**src/rtl/if_fetch_ctrl.sv**
```systemverilog
// IF-stage sequencing controller: PC/nPC load enables, nPC source select and IF/ID control.
// Optional performance counters are compiled in when IF_FETCH_PERF_EN is defined.
module if_fetch_ctrl #(
    parameter int          RESET_HOLD = 2,
    parameter int          WAIT_MAX   = 8,
    parameter logic [31:0] TRAP_VEC   = 32'h0000_0080
) (
    input  logic        clk,
    input  logic        R,
    input  logic        imem_ready,
    input  logic        stall_id,
    input  logic        br_taken,
    input  logic [31:0] br_target,
    input  logic        annul,
    input  logic        trap_req,
    output logic        imem_req,
    output logic        pc_le,
    output logic        npc_le,
    output logic [1:0]  npc_sel,
    output logic [31:0] npc_alt,
    output logic        ifid_le,
    output logic        ifid_clr,
`ifdef IF_FETCH_PERF_EN
    output logic [31:0] perf_fetch,
    output logic [31:0] perf_stall,
    output logic [31:0] perf_flush,
`endif
    output logic        mem_timeout
);

    localparam logic [3:0] HOLD_LAST  = 4'(RESET_HOLD - 1);
    localparam logic [7:0] WAIT_MAX_C = 8'(WAIT_MAX);

    localparam logic [1:0] SEL_SEQ  = 2'b00;
    localparam logic [1:0] SEL_BR   = 2'b01;
    localparam logic [1:0] SEL_TRAP = 2'b10;

    typedef enum logic [2:0] {
        S_HOLD,
        S_FETCH,
        S_WAIT,
        S_STALL,
        S_FLUSH
    } state_t;

    state_t      state_q, state_d;
    logic [3:0]  hold_cnt_q, hold_cnt_d;
    logic [7:0]  wait_cnt_q, wait_cnt_d;
    logic        annul_pend_q, annul_pend_d;
    logic        br_pend_q, br_pend_d;
    logic [31:0] br_tgt_q, br_tgt_d;
    logic        mem_timeout_q, mem_timeout_d;

    logic        redirect;
    logic [31:0] redir_tgt;
    logic        redir_annul;

    function automatic logic [7:0] wait_inc(input logic [7:0] cnt);
        return (cnt >= WAIT_MAX_C) ? WAIT_MAX_C : cnt + 8'd1;
    endfunction

    // A redirect is either a fresh taken CTI or one latched while memory was stalling.
    assign redirect    = br_taken | br_pend_q;
    assign redir_tgt   = br_taken ? br_target : br_tgt_q;
    assign redir_annul = br_taken ? annul : annul_pend_q;

    always_comb begin
        state_d      = state_q;
        hold_cnt_d   = hold_cnt_q;
        wait_cnt_d   = wait_cnt_q;
        annul_pend_d = annul_pend_q;
        br_pend_d    = br_pend_q;
        br_tgt_d     = br_tgt_q;
        imem_req     = 1'b0;
        pc_le        = 1'b0;
        npc_le       = 1'b0;
        npc_sel      = SEL_SEQ;
        npc_alt      = 32'h0;
        ifid_le      = 1'b0;
        ifid_clr     = 1'b0;

        if (state_q == S_HOLD) begin
            hold_cnt_d = hold_cnt_q + 4'd1;
            if (hold_cnt_q >= HOLD_LAST) begin
                hold_cnt_d = 4'd0;
                state_d    = S_FETCH;
            end
        end else begin
            imem_req = 1'b1;
            if (trap_req) begin
                pc_le        = 1'b1;
                npc_le       = 1'b1;
                npc_sel      = SEL_TRAP;
                npc_alt      = TRAP_VEC;
                ifid_clr     = 1'b1;
                annul_pend_d = 1'b0;
                br_pend_d    = 1'b0;
                wait_cnt_d   = 8'd0;
                state_d      = S_FLUSH;
            end else if (redirect && imem_ready) begin
                // A word arriving after a memory wait belongs to the old path: drop it.
                pc_le        = 1'b1;
                npc_le       = 1'b1;
                npc_sel      = SEL_BR;
                npc_alt      = redir_tgt;
                ifid_clr     = br_pend_q | (state_q == S_WAIT);
                ifid_le      = ~(br_pend_q | (state_q == S_WAIT));
                annul_pend_d = redir_annul;
                br_pend_d    = 1'b0;
                wait_cnt_d   = 8'd0;
                state_d      = redir_annul ? S_FLUSH : S_FETCH;
            end else if (redirect) begin
                br_pend_d    = 1'b1;
                br_tgt_d     = redir_tgt;
                annul_pend_d = redir_annul;
                ifid_clr     = 1'b1;
                wait_cnt_d   = wait_inc(wait_cnt_q);
                state_d      = S_WAIT;
            end else if (state_q == S_FLUSH) begin
                ifid_clr = 1'b1;
                if (imem_ready) begin
                    pc_le        = 1'b1;
                    npc_le       = 1'b1;
                    annul_pend_d = 1'b0;
                    wait_cnt_d   = 8'd0;
                    state_d      = S_FETCH;
                end else begin
                    wait_cnt_d = wait_inc(wait_cnt_q);
                end
            end else if (stall_id) begin
                state_d = S_STALL;
            end else if (!imem_ready) begin
                ifid_clr   = 1'b1;
                wait_cnt_d = wait_inc(wait_cnt_q);
                state_d    = S_WAIT;
            end else begin
                pc_le      = 1'b1;
                npc_le     = 1'b1;
                ifid_le    = 1'b1;
                wait_cnt_d = 8'd0;
                state_d    = S_FETCH;
            end
        end

        if (R) begin
            imem_req = 1'b0;
            pc_le    = 1'b0;
            npc_le   = 1'b0;
            npc_sel  = SEL_SEQ;
            npc_alt  = 32'h0;
            ifid_le  = 1'b0;
            ifid_clr = 1'b0;
        end
    end

    assign mem_timeout_d = mem_timeout_q | (wait_cnt_d >= WAIT_MAX_C);
    assign mem_timeout   = mem_timeout_q;

    always_ff @(posedge clk) begin
        if (R) begin
            state_q       <= S_HOLD;
            hold_cnt_q    <= 4'd0;
            wait_cnt_q    <= 8'd0;
            annul_pend_q  <= 1'b0;
            br_pend_q     <= 1'b0;
            mem_timeout_q <= 1'b0;
        end else begin
            state_q       <= state_d;
            hold_cnt_q    <= hold_cnt_d;
            wait_cnt_q    <= wait_cnt_d;
            annul_pend_q  <= annul_pend_d;
            br_pend_q     <= br_pend_d;
            mem_timeout_q <= mem_timeout_d;
        end
    end

    // The latched target is pure data and is only consumed while br_pend_q is set.
    always_ff @(posedge clk) begin
        br_tgt_q <= br_tgt_d;
    end

`ifdef IF_FETCH_PERF_EN
    logic [31:0] perf_fetch_q, perf_fetch_d;
    logic [31:0] perf_stall_q, perf_stall_d;
    logic [31:0] perf_flush_q, perf_flush_d;

    function automatic logic [31:0] sat_inc32(input logic [31:0] cnt, input logic en);
        return (en && cnt != 32'hFFFF_FFFF) ? cnt + 32'd1 : cnt;
    endfunction

    always_comb begin
        perf_fetch_d = sat_inc32(perf_fetch_q, ifid_le);
        perf_stall_d = sat_inc32(perf_stall_q, (state_q == S_STALL) || (state_q == S_WAIT));
        perf_flush_d = sat_inc32(perf_flush_q, ifid_clr);
    end

    always_ff @(posedge clk) begin
        if (R) begin
            perf_fetch_q <= 32'd0;
            perf_stall_q <= 32'd0;
            perf_flush_q <= 32'd0;
        end else begin
            perf_fetch_q <= perf_fetch_d;
            perf_stall_q <= perf_stall_d;
            perf_flush_q <= perf_flush_d;
        end
    end

    assign perf_fetch = perf_fetch_q;
    assign perf_stall = perf_stall_q;
    assign perf_flush = perf_flush_q;
`endif

endmodule

```
**config.mk**
```make
export PLATFORM = sky130hd
export DESIGN_NAME = if_fetch_ctrl
export DESIGN_NICKNAME = d
export VERILOG_FILES = /design/src/rtl/if_fetch_ctrl.sv
export SDC_FILE = /design/constraint.sdc
export NUM_CORES = 1
export LEC_CHECK = 0
export ABC_AREA = 1
export ABC_CLOCK_PERIOD_IN_PS = 3300
export CAP_MARGIN = 5
export CORE_MARGIN = 2
export CORE_UTILIZATION = 29
export CTS_CLUSTER_SIZE = 25
export DETAILED_ROUTE_END_ITERATION = 7
export HOLD_SLACK_MARGIN = 0.08
export PLACE_DENSITY = 0.52
export RECOVER_POWER = 100
export SYNTH_ARGS = -nofsm -noshare
export SYNTH_HDL_FRONTEND = slang
export SYNTH_SLANG_ARGS = --single-unit
```
**constraint.sdc**
```tcl
create_clock -name clk -period 3.3 [get_ports clk]
set_input_delay 0.495 -clock clk [delete_from_list [all_inputs] [get_ports clk]]
set_output_delay 0.495 -clock clk [all_outputs]
set_load 0.02 [all_outputs]
```
==> results of run 1 <==
metal layers:
| layer | up-vias | wire, um | GRT usage [%] |
|---|---|---|---|
| met4 | 0 | 49 | 3.24 |
| li1 | 1249 | - | - |
| met2 | 61 | 3040 | 20.4 |
| met5 | - | 0 | 0 |
| met3 | 5 | 394 | 3.02 |
| met1 | 1070 | 3380 | 19.3 |
critical path, stage by stage:
cell             delay [ps]
clkdlybuf4s50_1         650
nor2_8                   90
nor2_2                  120
clkbuf_1                200
a21oi_1                  70
nor3_1                  270
dlygate4sd3_1           720
cells by family after synthesis:
| logic type | share of synthesized area (%) |
|---|---|
| buf+inv | 11.2 |
| compound gates | 10.9 |
| simple gates | 29.6 |
| fa+ha+maj | 2.18 |
| flops | 46.0 |
sequential cells by signal, summed over array words and instances (netlist names):
register	flops
annul_pend_q	1
br_pend_q	1
hold_cnt_q	4
wait_cnt_q	8
state_q	3
mem_timeout	1
br_tgt_q	32
synthesized netlist by cell type:
library cell,number
ha_1,5
nand3b_1,1
o21ai_1,3
nor3_2,1
o211ai_2,1
a21oi_1,8
nor2_2,32
nor2_1,26
or2_2,31
o21ai_0,39
o21a_1,1
buf_4,1
nand2_2,1
nand3_1,4
a32o_1,1
dfxtp_1,18
a211oi_1,2
nor3_1,3
nor2_8,2
inv_2,7
inv_1,53
nand2_1,46
edfxtp_1,32
inv_4,1
nand2_4,2
buf_6,5
nor2_4,3
nand4_1,5
clkbuf_1,7
a211oi_2,1
o22ai_1,1
where the power goes:
part / switching, W / internal [W] / total, W / leakage [nW]
registers: 0.0000356 / 0.000742 / 0.000778 / 0.435
clock network: 0.000202 / 0.000151 / 0.000353 / 0.0385
logic: 0.000382 / 0.000230 / 0.000613 / 1.16
total: 0.000620 / 0.00112 / 0.00174 / 1.63
cell type report:
type / instances / area (um2) / area share, %
Clock inverter: 1 / 7.51 / 0.194
Sequential cell: 50 / 1320 / 34.2
Inverter: 61 / 231 / 5.99
Clock buffer: 7 / 76.3 / 1.98
Tap cell: 133 / 166 / 4.31
Multi-Input combinational cell: 219 / 1220 / 31.6
Timing Repair Buffer: 88 / 837 / 21.7
stage by stage:
stage	worst slack, ps	instance area [um2]
after floorplan	882	2880
after global placement	259	3810
after detailed placement	245	3810
after CTS	239	3900
after global routing	58.4	3860
final	186	3860
worst min path at each step:
stage                               startpoint                    endpoint
floorplan           hold_cnt_q[3]$_SDFFE_PP0P_  hold_cnt_q[3]$_SDFFE_PP0P_
global placement    hold_cnt_q[3]$_SDFFE_PP0P_  hold_cnt_q[3]$_SDFFE_PP0P_
finish              hold_cnt_q[3]$_SDFFE_PP0P_  hold_cnt_q[3]$_SDFFE_PP0P_
detailed placement  hold_cnt_q[3]$_SDFFE_PP0P_  hold_cnt_q[3]$_SDFFE_PP0P_
global route        hold_cnt_q[3]$_SDFFE_PP0P_  hold_cnt_q[3]$_SDFFE_PP0P_
CTS                 hold_cnt_q[3]$_SDFFE_PP0P_  hold_cnt_q[3]$_SDFFE_PP0P_
==> metrics.csv, run 1 <==
stage,metric,value,unit
clocking,worst skew pair latency,300,ps
timing,Setup TNS,0,ps
yosys,"Avg Cell Area, Syn",8.37,um2
setup_path,reg-to-reg endpoint,br_tgt_q[21]$_DFFE_PP_,
clocking,total CTS buffers,5,
floorplan,Core Rows,36,
clocking,Post-CTS Setup Inserts,0,
timing,Final Cycle Share,94.4,%
yosys,Yosys top cell area share,33.5,%
job,Max Cap Violations,0,
setup_path,CP Capture Type,output port,
timing,RSZ-0062 raised after global routing,no,
place,Port Buffers,78,
detailed_routing,DR vias,2385,
detailed_routing,DR DRC count,0,
finish,"commonest cells after routing, fill and taps aside","inv_1, nand2_1, clkdlybuf4s50_1, o21ai_0, dlygate4sd3_1",
clocking,Clock Tree Buf Depth,2,
detailed_routing,1st-pass router iterations,4,
global_routing,GR Overflow Total,0,
finish,Ant. Diodes,0,
floorplan,die area,10700,um2
yosys,Synth cell types,31,
setup_path,worst reg-to-reg setup slack,1190,ps
clocking,H-Tree Depth,2,
yosys,synth top area cells,"edfxtp_1, dfxtp_1, nor2_2, inv_1, o21ai_0",
setup_path,CP Launch Type,input pin,
power_and_ir_drop,Total Power,0.00174,W
clocking,cts hold-fix bufs,0,
floorplan,Die Wd,103,um
finish,Synth-to-Final Area Change,34.6,%
yosys,Syn Nets,387,
setup_path,Critical path destination,ifid_le,
clocking,CTS Sinks,50,
global_routing,largest net degree at the start of global routing,28,
worst_hold_path,Hold Path Depth,2,
finish,final-layout fill cell count,1038,
setup_path,Critical Path RT,2800,ps
clocking,root buf cell,clkbuf_8,
setup_path,Worst R2R Path Depth,5,
clocking,Resize count post-CTS,0,
yosys,Syn Std Cell Area,2870,um2
finish,"commonest non-fill, non-tap cell in the layout",inv_1,
timing,Fin Hold WS,444,ps
worst_hold_path,HP Class,reg -> reg,
setup_path,crit path DAT,2620,ps
floorplan,Starting Density,29.6,%
finish,ratio of cells with drive above 1 in the final layout,21.1,%
timing,Worst Max-Slew Pin Slew,964,ps
clocking,Clock Pin Slew Worst Setup and Hold Paths,90,ps
setup_path,CP Launch Point,br_taken,
global_routing,initial antenna violation count,0,
finish,post-route insts no fill,559,
yosys,post-synth top area cell,edfxtp_1,
global_routing,Total GRT Usage,13.4,%
finish,final net count,469,
yosys,Synth warnings,0,
power_and_ir_drop,Leak,1.63,nW
timing,Final min period,3110,ps
timing,slew margin rel.,35.7,%
floorplan,Die Ht,103,um
setup_path,crit path kind,in -> out,
detailed_routing,DRT iter0 DRCs,95,
timing,max frequency,0.321,GHz
place,hpwl dp,5170,um
detailed_routing,Vias/cell,4.27,
setup_path,reg2reg start,state_q[2]$_SDFFE_PP0P_,
yosys,post-synthesis sequential area ratio,46.0,%
global_routing,vias in the first global route,2295,
timing,skew final,6.77,ps
status,outcome,completed,
detailed_routing,final WL,6870,um
place,GPL Wtd Cong,0.808,
global_routing,global-route wire length before repair,11200,um
yosys,Mapped Cells,343,
floorplan,I/O pin total,79,
power_and_ir_drop,power density cells,451,nW/um2
yosys,register bit total from synthesis,50,
place,Cells after DPL,551,
detailed_routing,"antenna viol nets, final",0,
timing,Slew Limit Fails,0,
clocking,CTS tree,built,
detailed_routing,WL/cell,12.3,um
finish,utilization after layout,39.9,%
timing,final hold violations,0,
power_and_ir_drop,maximum vdd drop,0.258,mV
timing,endpoints failing setup,0,
floorplan,Core Box Area,9680,um2
setup_path,CP Max Fanout,10,
Power figures use the tool's default switching activity.
==> run 2, diff against run 1 <==
Settings changed: SETUP_SLACK_MARGIN set to 0.1.
==> results of run 2 <==
Same layout as run 1: the final DEF is identical, and so are final timing and power.
